`src/rtl/lab7_1_rate_sched.sv`:
```
// lab7_1_rate_sched
// Sequencer that drives the divider's clock-select line. It runs on the 1 Hz tick clock.
// A run is LOOPS rounds. Each round is a slow phase of SLOW_SEC ticks (sqclk=0) followed
// by a fast phase of FAST_SEC ticks (sqclk=1).
// A BCD countdown of the ticks left in the current phase is exported for the 7-seg driver.
//
// Control inputs are levels sampled on the rising edge of clk_tmp1:
//   abort  - highest priority; any state returns to IDLE and the counters clear.
//   pause  - freezes state and counters, but only in SLOW/FAST.
//   start  - only looked at in IDLE.
// Every output is either a register or a pure decode of the state register. No input
// reaches an output combinationally, so sqclk can only move on a tick edge.
module lab7_1_rate_sched #(
  parameter int SLOW_SEC = 5,
  parameter int FAST_SEC = 3,
  parameter int LOOPS    = 4
) (
  input  logic       clk_tmp1,
  input  logic       rst_n,
  input  logic       start,
  input  logic       pause,
  input  logic       abort,
  output logic       sqclk,
  output logic       busy,
  output logic       done,
  output logic [1:0] phase,
  output logic [3:0] sec_tens,
  output logic [3:0] sec_ones,
  output logic [3:0] loop_left
);

  // The state encoding doubles as the phase output code.
  typedef enum logic [1:0] {
    S_IDLE = 2'b00,
    S_SLOW = 2'b01,
    S_FAST = 2'b10,
    S_DONE = 2'b11
  } state_t;

  // Converts a 0..99 constant into {tens, ones} BCD. It is only used on parameters.
  function automatic logic [7:0] to_bcd(input int v);
    logic [3:0] t;
    logic [3:0] o;
    t = 4'(v / 10);
    o = 4'(v % 10);
    return {t, o};
  endfunction

  localparam logic [7:0] SLOW_BCD = to_bcd(SLOW_SEC);
  localparam logic [7:0] FAST_BCD = to_bcd(FAST_SEC);
  localparam logic [3:0] LOOPS_W  = 4'(LOOPS);

  // Parameter legality: the BCD display holds two digits, and loop_left is 4 bits wide.
  if (SLOW_SEC < 1 || SLOW_SEC > 99) begin : g_bad_slow
    $error("lab7_1_rate_sched: SLOW_SEC must be in 1..99");
  end
  if (FAST_SEC < 1 || FAST_SEC > 99) begin : g_bad_fast
    $error("lab7_1_rate_sched: FAST_SEC must be in 1..99");
  end
  if (LOOPS < 1 || LOOPS > 15) begin : g_bad_loops
    $error("lab7_1_rate_sched: LOOPS must be in 1..15");
  end

  state_t     state_q, state_nx;
  logic [3:0] tens_q, tens_nx;
  logic [3:0] ones_q, ones_nx;
  logic [3:0] loop_q, loop_nx;

  // Decremented BCD value and the "last second" flag, shared by SLOW and FAST.
  logic [3:0] dec_tens;
  logic [3:0] dec_ones;
  logic       sec_is_one;
  logic       last_loop;

  // BCD down-count by one: when ones is 0 it borrows from tens and wraps to 9.
  always_comb begin
    dec_tens   = tens_q;
    dec_ones   = ones_q;
    if (ones_q == 4'd0) begin
      dec_ones = 4'd9;
      dec_tens = tens_q - 4'd1;
    end else begin
      dec_ones = ones_q - 4'd1;
    end
    sec_is_one = (tens_q == 4'd0) && (ones_q == 4'd1);
    last_loop  = (loop_q == 4'd1);
  end

  // State register; asynchronous reset lands in IDLE.
  always_ff @(posedge clk_tmp1 or negedge rst_n) begin
    if (!rst_n) begin
      state_q <= S_IDLE;
    end else begin
      state_q <= state_nx;
    end
  end

  // Countdown and round counters.
  // They are kept apart from the state register so that they can be bound to and checked
  // on their own.
  always_ff @(posedge clk_tmp1 or negedge rst_n) begin
    if (!rst_n) begin
      tens_q <= 4'd0;
      ones_q <= 4'd0;
      loop_q <= 4'd0;
    end else begin
      tens_q <= tens_nx;
      ones_q <= ones_nx;
      loop_q <= loop_nx;
    end
  end

  // Next-state and next-counter logic, in priority order: abort, then pause, then the
  // normal flow.
  always_comb begin
    state_nx = state_q;
    tens_nx  = tens_q;
    ones_nx  = ones_q;
    loop_nx  = loop_q;
    if (abort) begin
      state_nx = S_IDLE;
      tens_nx  = 4'd0;
      ones_nx  = 4'd0;
      loop_nx  = 4'd0;
    end else begin
      case (state_q)
        S_IDLE: begin
          if (start) begin
            state_nx = S_SLOW;
            tens_nx  = SLOW_BCD[7:4];
            ones_nx  = SLOW_BCD[3:0];
            loop_nx  = LOOPS_W;
          end
        end
        S_SLOW: begin
          if (!pause) begin
            if (sec_is_one) begin
              state_nx = S_FAST;
              tens_nx  = FAST_BCD[7:4];
              ones_nx  = FAST_BCD[3:0];
            end else begin
              tens_nx  = dec_tens;
              ones_nx  = dec_ones;
            end
          end
        end
        S_FAST: begin
          if (!pause) begin
            if (!sec_is_one) begin
              tens_nx  = dec_tens;
              ones_nx  = dec_ones;
            end else if (!last_loop) begin
              state_nx = S_SLOW;
              tens_nx  = SLOW_BCD[7:4];
              ones_nx  = SLOW_BCD[3:0];
              loop_nx  = loop_q - 4'd1;
            end else begin
              state_nx = S_DONE;
              tens_nx  = 4'd0;
              ones_nx  = 4'd0;
              loop_nx  = 4'd0;
            end
          end
        end
        S_DONE: begin
          // DONE is a single-cycle marker; start is not looked at until IDLE.
          state_nx = S_IDLE;
        end
        default: begin
          state_nx = S_IDLE;
          tens_nx  = 4'd0;
          ones_nx  = 4'd0;
          loop_nx  = 4'd0;
        end
      endcase
    end
  end

  // Output decode. Each output depends only on the state register, never on an input.
  always_comb begin
    sqclk = (state_q == S_FAST);
    busy  = (state_q == S_SLOW) || (state_q == S_FAST);
    done  = (state_q == S_DONE);
    phase = state_q;
  end

  assign sec_tens  = tens_q;
  assign sec_ones  = ones_q;
  assign loop_left = loop_q;

endmodule

```
`config.mk`:
```
export PLATFORM = sky130hd
export DESIGN_NAME = lab7_1_rate_sched
export DESIGN_NICKNAME = d
export VERILOG_FILES = /design/src/rtl/lab7_1_rate_sched.sv
export SDC_FILE = /design/constraint.sdc
export NUM_CORES = 1
export LEC_CHECK = 0
export BUFFER_PORTS_ARGS = -buffer_cell sky130_fd_sc_hd__buf_4
export CAP_MARGIN = 0
export CORE_MARGIN = 2
export CORE_UTILIZATION = 53
export DETAILED_ROUTE_END_ITERATION = 10
export PLACE_DENSITY = 0.78
export SKIP_LAST_GASP = 1
export SLEW_MARGIN = 20
export SYNTH_ARGS = -nofsm -noshare
export SYNTH_HDL_FRONTEND = slang
export SYNTH_SLANG_ARGS = --single-unit
export TNS_END_PERCENT = 100
```
`constraint.sdc`:
```
create_clock -name clk_tmp1 -period 2.7 [get_ports clk_tmp1]
set_clock_uncertainty 0.2 [all_clocks]
set_input_delay 0.54 -clock clk_tmp1 [delete_from_list [all_inputs] [get_ports clk_tmp1]]
set_output_delay 0.54 -clock clk_tmp1 [all_outputs]
set_load 0.005 [all_outputs]
```
# Yosys cells after proc, flatten, opt, wreduce, memory -nomap -nowiden
# Index checks and enable logic that the tools add are counted.
# op_classes
addsub	3
n_eq_ne	12
muxes	29
n_reduce_logical	13
# ops
cell	count
$mux 4	17
$pmux 4 s2	2
$mux 2	7
$ne 3x3->1 const B	4
$pmux 4 s3	1
$reduce_and 4->1	3
$sub 4x1->4 const B	3
$eq 4x1->1 const B	2
$logic_not 4->1	2
$pmux 2 s4	1
$ne 3x2->1 const B	2
$reduce_bool 3->1	2
$reduce_and 5->1	1
$eq 2x2->1 const B	2
$ne 4x1->1 const B	1
$reduce_bool 4->1	1
$mux 3	1
$eq 2x1->1 const B	1
$logic_not 2->1	1
$reduce_or 2->1	1
$logic_and 1x1->1	1
$logic_or 1x1->1	1
# word_totals
regBits	14
in_bits	5
output_inout_bits	17

# Depth between registers and ports, before layout
# Gate-level depths: netlist of run 1.
# depth
ltp_word	6
depth_mapped	7

# Least setup slack after synthesis of run 1
# OpenSTA, ideal clock, no wires.
# synth_timing
kind	reg2reg
from	reg state_q[0], in the netlist phase[0]
to	reg tens_q[3], in the netlist sec_tens[3]
setup_time_ns	0.078
arrival_time_ns	1.889
path_slack_ns	0.533
stages_incl_launch_ff	8
period_less_slack_ns	2.167
path_cell_list	dfrtp_1 > inv_1 > ha_1 > clkbuf_1 > nand2b_1 > a31oi_1 > or4_1 > a21oi_1
# synth_between
elab_chain_cells	4
# synth_lines
element	line_no	text
from (decl)	64	state_t state_q, state_nx;
from (signal assigned)	94	state_q <= state_nx;
$eq 2x2->1 or $eq 2x1->1 (tied branches)	126	case (state_q)
$reduce_or 2->1 (no line)	-	
$ne 4x1->1 (no line), or another cell as far along	-	
$reduce_and 4->1 (no line) or $mux 4 (tied branches)	-	
to (signal assigned)	107	tens_q <= tens_nx;
to (decl)	65	logic [3:0] tens_q, tens_nx;
# Several ways; a longest one is shown, not always the timed one.
# A chain may end at the register's enable or synchronous reset.

# Final worst setup path of run 1
# layout_timing
from	reg state_q[0], in the netlist phase[0]
to	reg tens_q[1], in the netlist sec_tens[1]
# Same word-level chain as after synthesis.

==> results of run 1 <==
==> sequential cells by signal, indices dropped and copies added (netlist names) <==
name and cells:
loop_left 4, sec_ones 4, sec_tens 4, phase 2
==> worst reg2reg max path, delay by kind of cell, from the launching register on <==
family	cells	cell delay (ps)
compound gates	3	940
fa+ha+maj	1	390
flops	1	450
simple gates	1	250
buf+inv	1	90
==> synthesized netlist by cell type (2+ instances only) <==
master,count
ha_1,8
o211ai_1,3
a31oi_1,2
dfrtp_1,14
a21boi_0,2
nor3_1,3
inv_1,9
o2111ai_1,3
nand2b_1,3
or3_1,4
a21oi_1,10
o31ai_1,3
a211oi_1,2
clkbuf_1,5
nand4_1,2
mux2i_1,3
nor2_1,5
or4_1,2
o21ai_0,6
nand2_1,8
o2bb2ai_1,3
nor4_1,3
==> metal layers <==
metal	up-vias	wire [um]	GRT usage [%]
li1	501	-	-
met1	504	1160	34.7
met2	44	1170	35.6
met3	7	150	3.07
met4	0	42	7.62
met5	-	0	0
==> stage by stage <==
step	total power (uW)	utilization [%]	cells	hold WS [ps]	setup slack (ps)
2_1_floorplan	857	-	122	44.4	533
3_3_place_gp	1070	64.3	164	199	493
3_5_place_dp	1080	64.3	164	203	388
4_1_cts	1210	66.0	168	281	356
5_1_grt	1330	66.0	168	290	132
6_report	1220	66.0	168	283	316
==> power breakdown <==
group          switching, uW  internal, uW  leakage [uW]
registers               81.5           262      0.000189
clock network           68.3          51.8     0.0000138
logic                    420           331      0.000371
==> worst max-delay path by stage <==
stage | cells after the start | from | to | slack [ps]
3_3_place_gp | 6 | phase[0] | sec_tens[3] | 490
3_5_place_dp | 6 | phase[0] | sec_tens[3] | 390
4_1_cts | 6 | phase[0] | sec_tens[1] | 360
5_1_grt | 6 | phase[0] | sec_tens[1] | 130
2_1_floorplan | 7 | phase[0] | sec_tens[3] | 530
6_report | 6 | phase[0] | sec_tens[1] | 320
==> cell families after synthesis <==
family | share of synthesized area [%]
AO/OA/AOI/OAI | 26.3
adder cells (fa/ha/maj) | 9.37
AND/OR/NAND/NOR | 22.2
buffers and inverters | 5.39
multiplexers | 3.86
flip-flops | 32.8
==> cell type report <==
cell class              count  area (sq um)
inverters                   9          33.8
fillers                   167           653
multi-input cells          93           661
flip-flops and latches     14           350
clock buffers               3          22.5
repair buffers             22           168
well taps                  27          33.8
==> summary.md, run 1 <==
| Metric | Value |
|---|---|
| Status | finished clean |
| Static leakage | 0.000574 uW |
| Slowest cell on crit path | a31oi_1 |
| R2r startpoint | phase[0] |
| Slowest Stage Delay on Critical Path | 550 ps |
| Max-cap viol count | 0 |
| Cts hold-fix bufs | 1 |
| Rows | 16 |
| Clock period minus worst slack | 2380 ps |
| Total GRT Usage | 23.5% |
| Core Region | 1920 sq um |
| TNS Setup | 0 ps |
| Top FF cell, synth | dfrtp_1 |
| Area share of the largest cell type after synthesis | 32.8% |
| Area Overhead vs Synth | 18.7% |
| N_diodes | 0 |
| DPL Wire Length | 1880 um |
| Crit share post-route | 88.3% |
| Slew headroom | 56.2% |
| Cell family with most CP delay | compound AO/OA/AOI/OAI gates |
| Critical path type | register to register |
| Post-Syn Nets | 135 |
| Hold_sp | abort |
| Hold Vio Cnt, Final | 0 |
| Vias in the first global route | 971 |
| Post-route design area | 1270 sq um |
| EDFF count, synth | 0 |
| Worst-Margin Slew | 655 ps |
| Total Nets Final | 156 |
| FFs w/ async S/R, synth | 100% |
| First-pass GRT wire length | 4440 um |
| Avg Inst Size Synth | 8.76 sq um |
| TritonCTS clock tree | built |
| CTS Sinks | 14 |
| Vias post-DR | 1056 |
| Crit start category | register |
| Synth unique cells | 41 |
| Arr. time, crit path | 2390 ps |
| R2R Path End | sec_tens[1] |
| Antenna violations before repair | 0 |
| Area leader, netlist | dfrtp_1 |
| Commonest non-fill, non-tap cell in the layout | buf_4 |
| Worst Hold Path EP | sec_ones[1] |
| Register-to-register setup slack | 320 ps |
| Worst-case reg-to-reg path depth | 6 |
| # IOs | 22 |
| Cell Area, Synth | 1070 sq um |
| Routed wire length | 2520 um |
| RSZ-0062 raised after global routing | false |
| Clk_lat worst skew | 280 ps |
| Worst Path Required | 2710 ps |
| Die height | 48.9 um |
| Clock buffer depth | 2 |
| Largest net degree at the start of global routing | 15 |
| Hold Path Depth | 2 |
| Most frequent cells in the layout | buf_4, dfrtp_1, a21oi_1 |
| Die width | 48.9 um |
| Syn Inst Count | 122 |
| Synth area leaders | dfrtp_1, ha_1, a21oi_1 |
| DRC | 0 |
| Pwr dens | 958 nW/um^2 |
| DRT antenna net count | 0 |
| Via density | 6.29 |
| Flip-flop and latch count after synthesis | 14 |
| TritonRoute pass-1 iters | 4 |
| Register area share after synthesis | 32.8% |
| GR Overflow Total | 0 |
| CTS buffer count | 3 |
| I/O Buffers | 21 |
| Crit end category | register |
| Clock transition at path regs | 80 ps |
| Ys Warns | 0 |
| Pins Over Slew Limit | 0 |
| CTS root buffer | clkbuf_4 |
| Wire per inst | 15.0 um |
| Critical path buffers and inverters | 1 |
| Post-Place Cell Area | 1240 sq um |
| DR iter-0 viols | 41 |
| GP Congestion | 0.938 |
| Final setup viols | 0 |
| Worst hold path class | input port to register |
| Die ar. | 2390 sq um |
| Clock H-tree levels | 1 |
| Cts repair resizes | 0 |
| Starting Density | 55.6% |
| Maximum vdd drop | 469 uV |
| Max Freq | 0.419 GHz |
| Maximum fanout along the worst path | 9 |
| Crit path cell chain | inv_1, ha_1, or2_0, a31oi_1, o21ai_0, a21oi_1 |
| Postcts setup bufs | 0 |
| Share of layout cells above drive strength 1 | 21.3% |
(Power assumes the default switching activity.)
==> run 2: changes to the inputs <==
--- a/config.mk
+++ b/config.mk
@@ -7,7 +7,6 @@
 export LEC_CHECK = 0
 export BUFFER_PORTS_ARGS = -buffer_cell sky130_fd_sc_hd__buf_4
 export CAP_MARGIN = 0
-export CORE_MARGIN = 2
 export CORE_UTILIZATION = 53
 export DETAILED_ROUTE_END_ITERATION = 10
 export PLACE_DENSITY = 0.78
==> summary.md, run 2 (synthesized netlist as in run 1, its figures left out) <==
| Metric | Value |
|---|---|
| RSZ-0062 raised after global routing | false |
| Clock period minus worst slack | 2390 ps (+9.62 ps) |
| Maximum vdd drop | 533 uV (+14%) |
| Crit start category | register |
| CTS root buffer | clkbuf_4 |
| Hold Vio Cnt, Final | 0 (unchanged) |
| Most frequent cells in the layout | buf_4, dfrtp_1, a21oi_1 |
| DPL Wire Length | 1890 um (+0.28%) |
| Clock buffer depth | 2 (unchanged) |
| Hold Path Depth | 2 (unchanged) |
| CTS buffer count | 3 (unchanged) |
| Clock H-tree levels | 1 (unchanged) |
| Critical path type | register to register |
| DR iter-0 viols | 20 (-51%) |
| Total Nets Final | 156 (unchanged) |
| Die height | 46.9 um (-4.1%) |
| Clk_lat worst skew | 280 ps (about the same) |
| Slowest cell on crit path | or4_1 |
| DRT antenna net count | 0 (unchanged) |
| Arr. time, crit path | 2400 ps (about the same) |
| TritonCTS clock tree | built |
| Max Freq | 0.418 GHz (-0.40%) |
| Pins Over Slew Limit | 0 (unchanged) |
| Die ar. | 2200 sq um (-8.0%) |
| Wire per inst | 15.8 um (+5.4%) |
| TritonRoute pass-1 iters | 4 (unchanged) |
| Static leakage | 0.000574 uW (unchanged) |
| Vias in the first global route | 945 (-2.7%) |
| Status | finished clean |
| Pwr dens | 956 nW/um^2 (-0.22%) |
| Clock transition at path regs | 80 ps (about the same) |
| Rows | 15 (-1) |
| Area Overhead vs Synth | 18.5% |
| I/O Buffers | 21 (unchanged) |
| Worst-case reg-to-reg path depth | 6 (unchanged) |
| Max-cap viol count | 0 (unchanged) |
| DRC | 0 (unchanged) |
| Critical path buffers and inverters | 1 (unchanged) |
| Worst-Margin Slew | 649 ps (-5.94 ps) |
| Worst Path Required | 2710 ps (about the same) |
| CTS Sinks | 14 (unchanged) |
| Worst hold path class | input port to register |
| Total GRT Usage | 28.3% (+4.8 points) |
| TNS Setup | 0 ps (unchanged) |
| Crit share post-route | 88.7% (+0.36 points) |
| N_diodes | 0 (unchanged) |
| Vias post-DR | 1062 (+0.57%) |
| Final non-filler cell total | 166 (-1.2%) |
| R2R Path End | sec_tens[3] |
| Die width | 46.9 um (-4.1%) |
| Routed wire length | 2620 um (+4.1%) |
| WP depth | 6 (unchanged) |
| First-pass GRT wire length | 4300 um (-3.1%) |
| Antenna violations before repair | 0 (unchanged) |
| Postcts setup bufs | 0 (unchanged) |
| Hold_sp | abort |
| GP Congestion | 0.908 (-3.2%) |
| Largest net degree at the start of global routing | 15 (unchanged) |
| Worst Hold Path EP | loop_left[2] |
| Slew headroom | 56.6% (+0.40 points) |
| Core Region | 1800 sq um (-6.2%) |
| Crit end category | register |
| Register-to-register setup slack | 310 ps (about the same) |
| Share of layout cells above drive strength 1 | 21.3% (unchanged) |
| R2r startpoint | phase[0] |
| Fill cells | 161 (-3.6%) |
| Via density | 6.40 (+1.8%) |
| GR Overflow Total | 0 (unchanged) |
| Final setup viols | 0 (unchanged) |
| # placed instances | 162 (-1.2%) |
| Cell family with most CP delay | simple AND/OR/NAND/NOR gates |
| Starting Density | 59.3% (+3.7 points) |
| Maximum fanout along the worst path | 9 (unchanged) |
| Slowest Stage Delay on Critical Path | 560 ps (about the same) |
| Crit path cell chain | inv_1, ha_1, nand2b_1, a31oi_1, or4_1, a21oi_1 |
| # IOs | 22 (unchanged) |
| Commonest non-fill, non-tap cell in the layout | buf_4 |
run 2: cell counts in the layout (fill, tap and decap cells not counted):
No cell type changed its count.
run 2: worst register-to-register path: stages, from the launching register on:
cell,delay (ps)
dfrtp_1,440
inv_1,90
ha_1,310
nand2b_1,260
a31oi_1,290
or4_1,560
a21oi_1,170
run 2: how the worst max path moves through the flow:
stage,start,endpoint
global route,phase[0],sec_tens[3]
detailed placement,phase[0],sec_tens[3]
floorplan,phase[0],sec_tens[3]
global placement,phase[0],sec_tens[3]
finish,phase[0],sec_tens[3]
CTS,phase[0],sec_tens[3]
run 2: per-stage QoR:
step	instance area (sq um)	setup slack (ps)	power, uW	util (%)	hold slack (ps)
floorplan	1070	533	857	-	44.4
global placement	1230	432	1070	68.5	200
detailed placement	1230	332	1080	68.5	206
CTS	1270	306	1210	70.3	273
global route	1270	141	1330	70.3	293
finish	1270	306	1210	70.3	286
run 2: area by class of cell:
type / instances / area, sq um / share of cell area (%)
multi-input combinational: 93 / 661 / 52.2
inverter: 9 / 33.8 / 2.67
tap: 25 / 31.3 / 2.47
timing repair buffer: 22 / 168 / 13.2
clock buffer: 3 / 22.5 / 1.78
sequential: 14 / 350 / 27.7
run 2: power by group:
| part | switching, uW | internal [uW] |
|---|---|---|
| sequential | 81.9 | 262 |
| combinational | 414 | 330 |
| clock | 69.4 | 51.8 |
| total | 566 | 644 |
run 2: routing by layer:
layer,GRT usage [%],part of all wire (%),vias up
li1,-,-,506
met1,37.9,44,501
met2,44.2,48,51
met3,4.62,6.8,4
met4,14.3,1.7,0
met5,0,0,-
run 2: what timing repair did:
item	in CTS	in global routing
hold endpoints to repair	14	0
gates resized for setup	0	0
hold buffers	1	0
